==> src/rtl/control_unit_pkg.sv <==
// control_unit_pkg
// Shared encodings for the multicycle control unit and the datapath ALU:
// FSM state enum, opcode constants, internal alu_op encoding, ALU operation
// codes and the per-state control bundle.
// Build option: CONTROL_UNIT_ILLEGAL_TRAP_EN adds the StTrap state and the
// illegal flag to the control bundle.

package control_unit_pkg;

    typedef enum logic [3:0] {
        StFetch    = 4'd0,
        StDecode   = 4'd1,
        StMemAdr   = 4'd2,
        StMemRead  = 4'd3,
        StMemWb    = 4'd4,
        StMemWrite = 4'd5,
        StExecR    = 4'd6,
        StExecI    = 4'd7,
        StAluWb    = 4'd8,
        StBeq      = 4'd9,
        StJal      = 4'd10
`ifdef CONTROL_UNIT_ILLEGAL_TRAP_EN
        ,
        StTrap     = 4'd11
`endif
    } state_t;

    localparam logic [6:0] OpLoad   = 7'b0000011;
    localparam logic [6:0] OpStore  = 7'b0100011;
    localparam logic [6:0] OpRType  = 7'b0110011;
    localparam logic [6:0] OpIType  = 7'b0010011;
    localparam logic [6:0] OpBranch = 7'b1100011;
    localparam logic [6:0] OpJal    = 7'b1101111;

    typedef enum logic [1:0] {
        AluOpAdd   = 2'b00,
        AluOpSub   = 2'b01,
        AluOpFunct = 2'b10
    } alu_op_t;

    localparam logic [2:0] AluCtrlAdd = 3'b000;
    localparam logic [2:0] AluCtrlSub = 3'b001;
    localparam logic [2:0] AluCtrlAnd = 3'b010;
    localparam logic [2:0] AluCtrlOr  = 3'b011;
    localparam logic [2:0] AluCtrlSlt = 3'b101;

    // Per-state Moore outputs; pc_write and alu_control are derived from it.
    typedef struct packed {
        logic       adr_src;
        logic       mem_write;
        logic       ir_write;
        logic       reg_write;
        logic       pc_update;
        logic       branch;
        logic [1:0] result_src;
        logic [1:0] alu_src_a;
        logic [1:0] alu_src_b;
        alu_op_t    alu_op;
`ifdef CONTROL_UNIT_ILLEGAL_TRAP_EN
        logic       illegal;
`endif
    } ctrl_t;

endpackage

==> src/rtl/control_unit_alu_decoder.sv <==
// alu_decoder
// Maps the FSM's alu_op plus instruction funct fields onto the ALU operation.
// Ports:
//   i_alu_op      - 00 add, 01 sub, 10 decode funct fields
//   i_funct3      - instruction funct3
//   i_op5         - opcode bit 5 (1 for R-type, 0 for I-type)
//   i_funct7b5    - instruction bit 30
//   o_alu_control - ALU operation code

module alu_decoder
    import control_unit_pkg::*;
(
    input  logic [1:0] i_alu_op,
    input  logic [2:0] i_funct3,
    input  logic       i_op5,
    input  logic       i_funct7b5,
    output logic [2:0] o_alu_control
);

    always_comb begin
        o_alu_control = AluCtrlAdd;
        case (i_alu_op)
            AluOpAdd: o_alu_control = AluCtrlAdd;
            AluOpSub: o_alu_control = AluCtrlSub;
            AluOpFunct: begin
                case (i_funct3)
                    // Only R-type may subtract; addi with bit 30 set stays add.
                    3'b000:  o_alu_control = (i_op5 && i_funct7b5) ? AluCtrlSub : AluCtrlAdd;
                    3'b010:  o_alu_control = AluCtrlSlt;
                    3'b110:  o_alu_control = AluCtrlOr;
                    3'b111:  o_alu_control = AluCtrlAnd;
                    default: o_alu_control = AluCtrlAdd;
                endcase
            end
            default: o_alu_control = AluCtrlAdd;
        endcase
    end

endmodule

==> src/rtl/control_unit.sv <==
// control_unit
// Moore FSM sequencing a multicycle RISC-V datapath (lw, sw, R-type, I-type
// ALU, beq, jal).
// Ports:
//   clk, rst_n               - clock (rising edge), async active-low reset
//   op, funct3, funct7b5     - instruction fields
//   zero                     - ALU zero flag, used by beq
//   pc_write, adr_src, mem_write, ir_write, reg_write,
//   result_src, alu_src_a, alu_src_b, alu_control - datapath controls
//   illegal_instr            - sticky illegal-opcode flag
// Build option: CONTROL_UNIT_ILLEGAL_TRAP_EN sends unknown opcodes to a trap
// state that holds until reset; without it they fall back to fetch.

module control_unit
    import control_unit_pkg::*;
(
    input  logic       clk,
    input  logic       rst_n,
    input  logic [6:0] op,
    input  logic [2:0] funct3,
    input  logic       funct7b5,
    input  logic       zero,
    output logic       pc_write,
    output logic       adr_src,
    output logic       mem_write,
    output logic       ir_write,
    output logic       reg_write,
    output logic [1:0] result_src,
    output logic [1:0] alu_src_a,
    output logic [1:0] alu_src_b,
    output logic [2:0] alu_control,
    output logic       illegal_instr
);

    state_t     r_state;
    state_t     w_state_next;
    ctrl_t      w_ctrl;
    logic [2:0] w_alu_control;

    always_ff @(posedge clk or negedge rst_n) begin
        if (!rst_n) begin
            r_state <= StFetch;
        end else begin
            r_state <= w_state_next;
        end
    end

    always_comb begin
        w_state_next = StFetch;
        case (r_state)
            StFetch: w_state_next = StDecode;
            StDecode: begin
                case (op)
                    OpLoad, OpStore: w_state_next = StMemAdr;
                    OpRType:         w_state_next = StExecR;
                    OpIType:         w_state_next = StExecI;
                    OpBranch:        w_state_next = StBeq;
                    OpJal:           w_state_next = StJal;
`ifdef CONTROL_UNIT_ILLEGAL_TRAP_EN
                    default:         w_state_next = StTrap;
`else
                    default:         w_state_next = StFetch;
`endif
                endcase
            end
            StMemAdr:   w_state_next = (op == OpLoad) ? StMemRead : StMemWrite;
            StMemRead:  w_state_next = StMemWb;
            StMemWb:    w_state_next = StFetch;
            StMemWrite: w_state_next = StFetch;
            StExecR:    w_state_next = StAluWb;
            StExecI:    w_state_next = StAluWb;
            StAluWb:    w_state_next = StFetch;
            StBeq:      w_state_next = StFetch;
            StJal:      w_state_next = StAluWb;
`ifdef CONTROL_UNIT_ILLEGAL_TRAP_EN
            StTrap:     w_state_next = StTrap;
`endif
            default:    w_state_next = StFetch;
        endcase
    end

    always_comb begin
        w_ctrl = '0;
        case (r_state)
            StFetch: begin
                w_ctrl.ir_write   = 1'b1;
                w_ctrl.pc_update  = 1'b1;
                w_ctrl.alu_src_b  = 2'b10;
                w_ctrl.result_src = 2'b10;
            end
            StDecode: begin
                w_ctrl.alu_src_a = 2'b01;
                w_ctrl.alu_src_b = 2'b01;
            end
            StMemAdr: begin
                w_ctrl.alu_src_a = 2'b10;
                w_ctrl.alu_src_b = 2'b01;
            end
            StMemRead: w_ctrl.adr_src = 1'b1;
            StMemWb: begin
                w_ctrl.result_src = 2'b01;
                w_ctrl.reg_write  = 1'b1;
            end
            StMemWrite: begin
                w_ctrl.adr_src   = 1'b1;
                w_ctrl.mem_write = 1'b1;
            end
            StExecR: begin
                w_ctrl.alu_src_a = 2'b10;
                w_ctrl.alu_op    = AluOpFunct;
            end
            StExecI: begin
                w_ctrl.alu_src_a = 2'b10;
                w_ctrl.alu_src_b = 2'b01;
                w_ctrl.alu_op    = AluOpFunct;
            end
            StAluWb: w_ctrl.reg_write = 1'b1;
            StBeq: begin
                w_ctrl.alu_src_a = 2'b10;
                w_ctrl.alu_op    = AluOpSub;
                w_ctrl.branch    = 1'b1;
            end
            StJal: begin
                w_ctrl.alu_src_a = 2'b01;
                w_ctrl.alu_src_b = 2'b10;
                w_ctrl.pc_update = 1'b1;
            end
`ifdef CONTROL_UNIT_ILLEGAL_TRAP_EN
            StTrap: w_ctrl.illegal = 1'b1;
`endif
            default: w_ctrl = '0;
        endcase
    end

    alu_decoder u_alu_decoder (
        .i_alu_op      (w_ctrl.alu_op),
        .i_funct3      (funct3),
        .i_op5         (op[5]),
        .i_funct7b5    (funct7b5),
        .o_alu_control (w_alu_control)
    );

    // Outputs are forced low while reset is held, even though the state
    // register already sits in StFetch, so no enable leaks out during reset.
    assign pc_write    = rst_n & (w_ctrl.pc_update | (w_ctrl.branch & zero));
    assign adr_src     = rst_n & w_ctrl.adr_src;
    assign mem_write   = rst_n & w_ctrl.mem_write;
    assign ir_write    = rst_n & w_ctrl.ir_write;
    assign reg_write   = rst_n & w_ctrl.reg_write;
    assign result_src  = rst_n ? w_ctrl.result_src : 2'b00;
    assign alu_src_a   = rst_n ? w_ctrl.alu_src_a : 2'b00;
    assign alu_src_b   = rst_n ? w_ctrl.alu_src_b : 2'b00;
    assign alu_control = rst_n ? w_alu_control : 3'b000;
`ifdef CONTROL_UNIT_ILLEGAL_TRAP_EN
    assign illegal_instr = rst_n & w_ctrl.illegal;
`else
    assign illegal_instr = 1'b0;
`endif

endmodule
==> config.mk <==
export PLATFORM = sky130hd
export DESIGN_NAME = control_unit
export DESIGN_NICKNAME = d
export VERILOG_FILES = /design/src/rtl/control_unit_pkg.sv /design/src/rtl/control_unit_alu_decoder.sv /design/src/rtl/control_unit.sv
export SDC_FILE = /design/constraint.sdc
export NUM_CORES = 1
export LEC_CHECK = 0
export ABC_AREA = 1
export BUFFER_PORTS_ARGS = -buffer_cell sky130_fd_sc_hd__buf_2
export CAP_MARGIN = 20
export CELL_PAD_IN_SITES_DETAIL_PLACEMENT = 0
export CELL_PAD_IN_SITES_GLOBAL_PLACEMENT = 1
export CORE_MARGIN = 5
export CORE_UTILIZATION = 25
export DETAILED_ROUTE_END_ITERATION = 16
export PLACE_DENSITY_LB_ADDON = 0.15
export SLEW_MARGIN = 0
export SYNTH_ARGS = -nofsm -noshare
export SYNTH_HDL_FRONTEND = slang
export SYNTH_SLANG_ARGS = --single-unit
export TNS_END_PERCENT = 1
==> constraint.sdc <==
create_clock -name clk -period 1.3 [get_ports clk]
set_input_delay 0.065 -clock clk [delete_from_list [all_inputs] [get_ports clk]]
set_output_delay 0.065 -clock clk [all_outputs]
set_load 0.05 [all_outputs]
After elaboration in Yosys (flattened, before gate mapping). Index checks and enable logic that the tools add are counted.

Muxes and demuxes: 20. Reduce and logical (&&, ||, !) cells: 12. Bitwise gates (word level): 7. Eq/ne operators: 21.

Operators by type and width (number): 4-bit case mux with 5 select lines (2); 4-bit by 3-bit == test with 1-bit output, second input constant (4); 2-bit case mux with 2 select lines (4); 7-bit by 6-bit == test with 1-bit output, second input constant (2); 7-bit == test, second input constant (2); 4-bit == test, second input constant (3); 3-bit case mux with 4 select lines (1); 2-bit OR reduction (6); 4-bit by 2-bit == test with 1-bit output, second input constant (2); 7-bit by 2-bit == test with 1-bit output, second input constant (1); 7-bit by 5-bit == test with 1-bit output, second input constant (1); 1-bit 2-to-1 mux (7); 1-bit AND (6); 3-bit == test, second input constant (2); 2-bit 2-to-1 mux (3); 3-bit 2-to-1 mux (2); 3-bit case mux with 2 select lines (1); 3-bit OR reduction (2); 4-bit by 1-bit == test with 1-bit output, second input constant (1); 4-bit logical NOT (1); 4-bit OR reduction (1); 3-bit by 2-bit == test with 1-bit output, second input constant (1); 3-bit logical NOT (1); 2-bit by 1-bit == test with 1-bit output, second input constant (1); 3 further kinds (3).

Logic and storage cells: 61. Input bits: 14. Bits in registers: 4. Output and inout bits: 15.

Logic depth before layout (Yosys ltp).
Depth in word-level cells: 6. Depth in mapped cells: 9. Mapped depth without buffers: 9.

Cells and area by module. From an unflattened synthesis, not the netlist that was laid out.

Cell total of the unflattened synthesis: 105. Area, all modules: 578.1 um^2.

By module, submodules not included: control_unit (instances 1, area each 486.7 um^2, cells an instance 88, seq. area each 100.1 um^2); alu_decoder (instances 1, area each 91.3 um^2, cells an instance 17, seq. area each 0.0 um^2).

Worst setup path after synthesis. Ideal clock, no wire load.

Path kind: reg2out. Start point: reg r_state[3]. End point: out result_src[1]. Data required time: 1235 ps. Stages on the path, launching flop included: 5. Path buffers: 1. Arrival: 2111 ps. Slack: -876 ps. Cells stage by stage: dfrtp_1 > nor2_4 > inv_2 > nor3_1 > buf_4.

Cells in the longest elaborated chain, start to end: 3. Elaborated cells between the ends (all ways): 4. Classes of those cells: 1 x eq/ne; 2 x mux; 1 x reduce/logical.

Ends and longest elaborated chain: start, declared (RTL line control_unit.sv:35) `state_t r_state;`; start signal, assigned (RTL line control_unit.sv:42) `r_state <= StFetch;`; start signal, assigned (RTL line control_unit.sv:44) `r_state <= w_state_next;`; 4-bit by 3-bit == test with 1-bit output / 4-bit logical NOT (equally long branches) (RTL line control_unit.sv:84) `case (r_state)`; 2-bit case mux with 2 select lines * (RTL line control_unit.sv:84); 2-bit 2-to-1 mux * (RTL line control_unit.sv:150) `assign result_src = rst_n ? w_ctrl.result_src : 2'b00;`; end, declared (RTL line control_unit.sv:28) `output logic [1:0] result_src,`.

Mark *: on every way between the ends. The rest lies on a longest branch, timed or not.

Worst setup path in the final report.
Start point: reg r_state[2]. End point: out alu_control[2].

Cells in the longest elaborated chain, start to end: 6. Elaborated cells between the ends (all ways): 9. Classes of those cells: 5 x eq/ne; 3 x mux; 1 x reduce/logical.

Ends and longest elaborated chain: 4-bit by 3-bit == test with 1-bit output (RTL line control_unit.sv:84); 2-bit OR reduction (no source line); 2-bit case mux with 2 select lines * (RTL line control_unit.sv:84); 2-bit == test / 2-bit by 1-bit == test with 1-bit output (equally long branches) (RTL line control_unit_alu_decoder.sv:22) `case (i_alu_op)`; 3-bit case mux with 2 select lines * (RTL line control_unit_alu_decoder.sv:22); 3-bit 2-to-1 mux * (RTL line control_unit.sv:153) `assign alu_control = rst_n ? w_alu_control : 3'b000;`; end, declared (RTL line control_unit.sv:31) `output logic [2:0] alu_control,`.

Marks and branches as above.

==> impl_metrics.csv <==
group,metric,value,unit
logic_synthesis,yosys.area.top_type_share,18.1,%
finish,nFillCells,230,
setup_path,path_class,"reg -> out",
clock_tree,clk_pin_slew,0.04,ns
logic_synthesis,post-synth-top-count-cell,"nand2_1",
finish,final_nets,165,
power,leakage,0.000576,uW
clock_tree,cts.htree.levels,1,
sta,slew_viol_final,0,
sta,max_freq,551,MHz
detailed_routing,totalWireLength,1.74,mm
outcome,status,"finished with violations",
power,switching_share,50.0,%
setup_path,cp_data_arrival_time,1.75,ns
power,power_per_cell_area,1110,nW/um^2
finish,area_delta_synth_final,91.2,%
finish,register_area,100,um^2
logic_synthesis,synth_area_leaders,"dfrtp_1 18%, nand2_1 16%, nor2_1 12%",
placed_design,io_buffers,27,
outcome,violations,"setup timing",
logic_synthesis,ys_types,20,
logic_synthesis,synth_seq_area_share,18.1,%
detailed_routing,drt-initial-drc-count,14,
global_route,grt_max_degree,8,
floorplanning,start_util,25.5,%
logic_synthesis,synthTopCellsByCount,"24 x nand2_1, 17 x nor2_1, 12 x inv_1",
sta,rsz0062_at_grt,"yes",
min_path,hold_class,"in -> reg",
logic_synthesis,synth_edf_count,0,
logic_synthesis,netlist_instances,97,
sta,hold_violations,0,
finish,drive_above_1_share,56.5,%
setup_path,cp_slowest_cell,"dfrtp_1",
sta,fin_skew,0.000863,ns
floorplanning,ioPinCount,29,
clock_tree,cts-buffers-inserted,3,
detailed_routing,viasPerCell,4.32,
global_route,overflow,0,
floorplanning,core_area,2170,um^2
sta,timing.hold.ws,0.149,ns
sta,fin_ws,-0.516,ns
global_route,gr-usage-all-layers,10.5,%
floorplanning,core.rowCount,17,
setup_path,critPathTopFamily,"simple AND/OR/NAND/NOR gates",
placed_design,gp_congestion,0.789,
power,intPower,587,uW
logic_synthesis,avgSynthCellArea,5.70,um^2
power,vdd_ir_drop_max,0.742,mV
setup_path,crit_chain,"inv_2, nand2_2, nor2_4, inv_2, ha_4, or2_4, nor4_4, buf_6",
power,switchingPower,587,uW
setup_path,cpPeakStageDelay,0.37,ns
sta,setup_viol_count_final,14,
setup_path,crit_top_cell,"inv_2",
clock_tree,clk_path_buf_depth,2,
setup_path,cp-end-kind,"output pin",
global_route,grt_pass1_vias,740,
detailed_routing,drc,0,
logic_synthesis,synth_top_area_cell,"dfrtp_1",
logic_synthesis,synth_warnings,0,
sta,fin_crit,1.82,ns
power,p_seq_share,13.4,%
detailed_routing,firstDrtPassIters,4,
detailed_routing,ant_nets,0,
clock_tree,cts.sinks,4,
power,p_clk_share,12.9,%
clock_tree,cts_tree,"done",
detailed_routing,vias,756,
finish,n_antenna_cell,0,
finish,largest_register_ffs,4,
sta,min_period_over_period,140,%
floorplanning,die_x,57.0,um
clock_tree,clock_latency,0.23,ns
finish,multi_input_area,450,um^2
clock_tree,cts_root_buffer,"clkbuf_4",
floorplanning,die_h,57.0,um
finish,top_regs,"r_state: 4 flops",
detailed_routing,routedWlPerCell,9.94,um
finish,final_util,48.7,%
setup_path,cp_max_fo,2,
logic_synthesis,syn_nets,113,
logic_synthesis,syn_area,553,um^2
setup_path,crit_required,1.24,ns
global_route,grt_pass1_wl,2.73,mm
global_route,antenna_found_initial,0,
run,drv_cap,0,
logic_synthesis,synth_seq_cells,4,
finish,regMostFlops,"r_state",
logic_synthesis,synth-main-ff-cell,"dfrtp_1",
placed_design,hpwlAfterDp,1.41,mm
logic_synthesis,async_flop_share,100,%
floorplanning,dieArea,3250,um^2
setup_path,critPathLaunchType,"register",
power,p_comb_share,73.7,%
setup_path,cp_num_buf_inv,3,
cell families (layout without fill, tap and decap cells):
group / after synthesis / in the layout / share of synthesized area, %
flip-flops: 4 / 4 / 18.1
AO/OA/AOI/OAI: 5 / 5 / 5.20
other: 1 / 1 / 0.678
AND/OR/NAND/NOR: 66 / 66 / 57.2
buffers and inverters: 19 / 69 / 14.3
adder cells (fa/ha/maj): 2 / 2 / 4.52
cell type report:
class | instances | share of cell area, %
tap | 28 | 3.31
timing repair buffer | 49 | 36.2
multi-input combinational | 74 | 42.6
inverter | 17 | 6.27
sequential | 4 | 9.47
clock buffer | 3 | 2.13
per-layer routing:
metal	up-vias	track usage, %	part of all wire (%)
met4	0	5.96	2.0
met1	340	9.73	38
met5	-	0	0
met2	17	21.4	55
met3	4	1.36	4.4
li1	395	-	-
tightest hold or removal path, stage by stage:
cell,delay (ns)
buf_2,0.08
inv_1,0.05
nand4_1,0.09
nand2_1,0.05
layout by cell type, fill, tap and decap left out, types with 2 or more instances in the layout:
cell and n:
dfrtp_1 4, nor2_4 5, a21oi_2 3, nand3_2 2, nand2_2 3, inv_1 9
buf_6 10, nand2_1 23, nor2_2 6, inv_2 7, clkbuf_4 3, buf_2 13
buf_4 24, nor2_1 12, nand3_1 9
worst paths after layout:
| path | cells past startpoint | startpoint | endpoint | slack (ns) |
|---|---|---|---|---|
| setup / recovery | 8 | r_state[2] | alu_control[2] | -0.52 |
| hold / removal | 4 | op[6] | r_state[1] | 0.15 |
| setup reg to reg | 8 | r_state[1] | r_state[0] | 0.05 |
| hold reg to reg | 5 | r_state[2] | r_state[0] | 0.80 |
| max in group asynchronous | 3 | rst_n | r_state[3] | 0.74 |
| min in group asynchronous | 3 | rst_n | r_state[1] | 0.39 |
per-stage QoR:
step	instances	power (uW)	cell area [um^2]	setup slack (ns)	setup TNS [ns]
4_1_cts	175	1140	1030	-0.508	-3.18
3_3_place_gp	169	894	868	-0.448	-1.29
6_report	175	1170	1060	-0.516	-3.23
5_1_grt	175	1250	1060	-0.596	-4.50
2_1_floorplan	97	642	571	-0.588	-2.99
3_5_place_dp	169	894	868	-0.475	-1.40
what timing repair did:
| item | CTS | global route |
|---|---|---|
| hold endpoints to repair | 4 | 0 |
| pin swaps | 4 | 0 |
| setup endpoints to repair | 14 | 17 |
| hold buffers | 1 | 0 |
| setup buffers | 2 | 0 |
| resized for setup | 35 | 9 |
power by group through the flow:
stage	Clock, uW	Sequential (uW)	Combinational, uW
after floorplan	0	167	474
after global placement	0	159	735
after detailed placement	0	160	734
after CTS	154	157	825
after global routing	170	159	919
final	151	158	865
No activity file was read; power rests on OpenSTA's default activity.
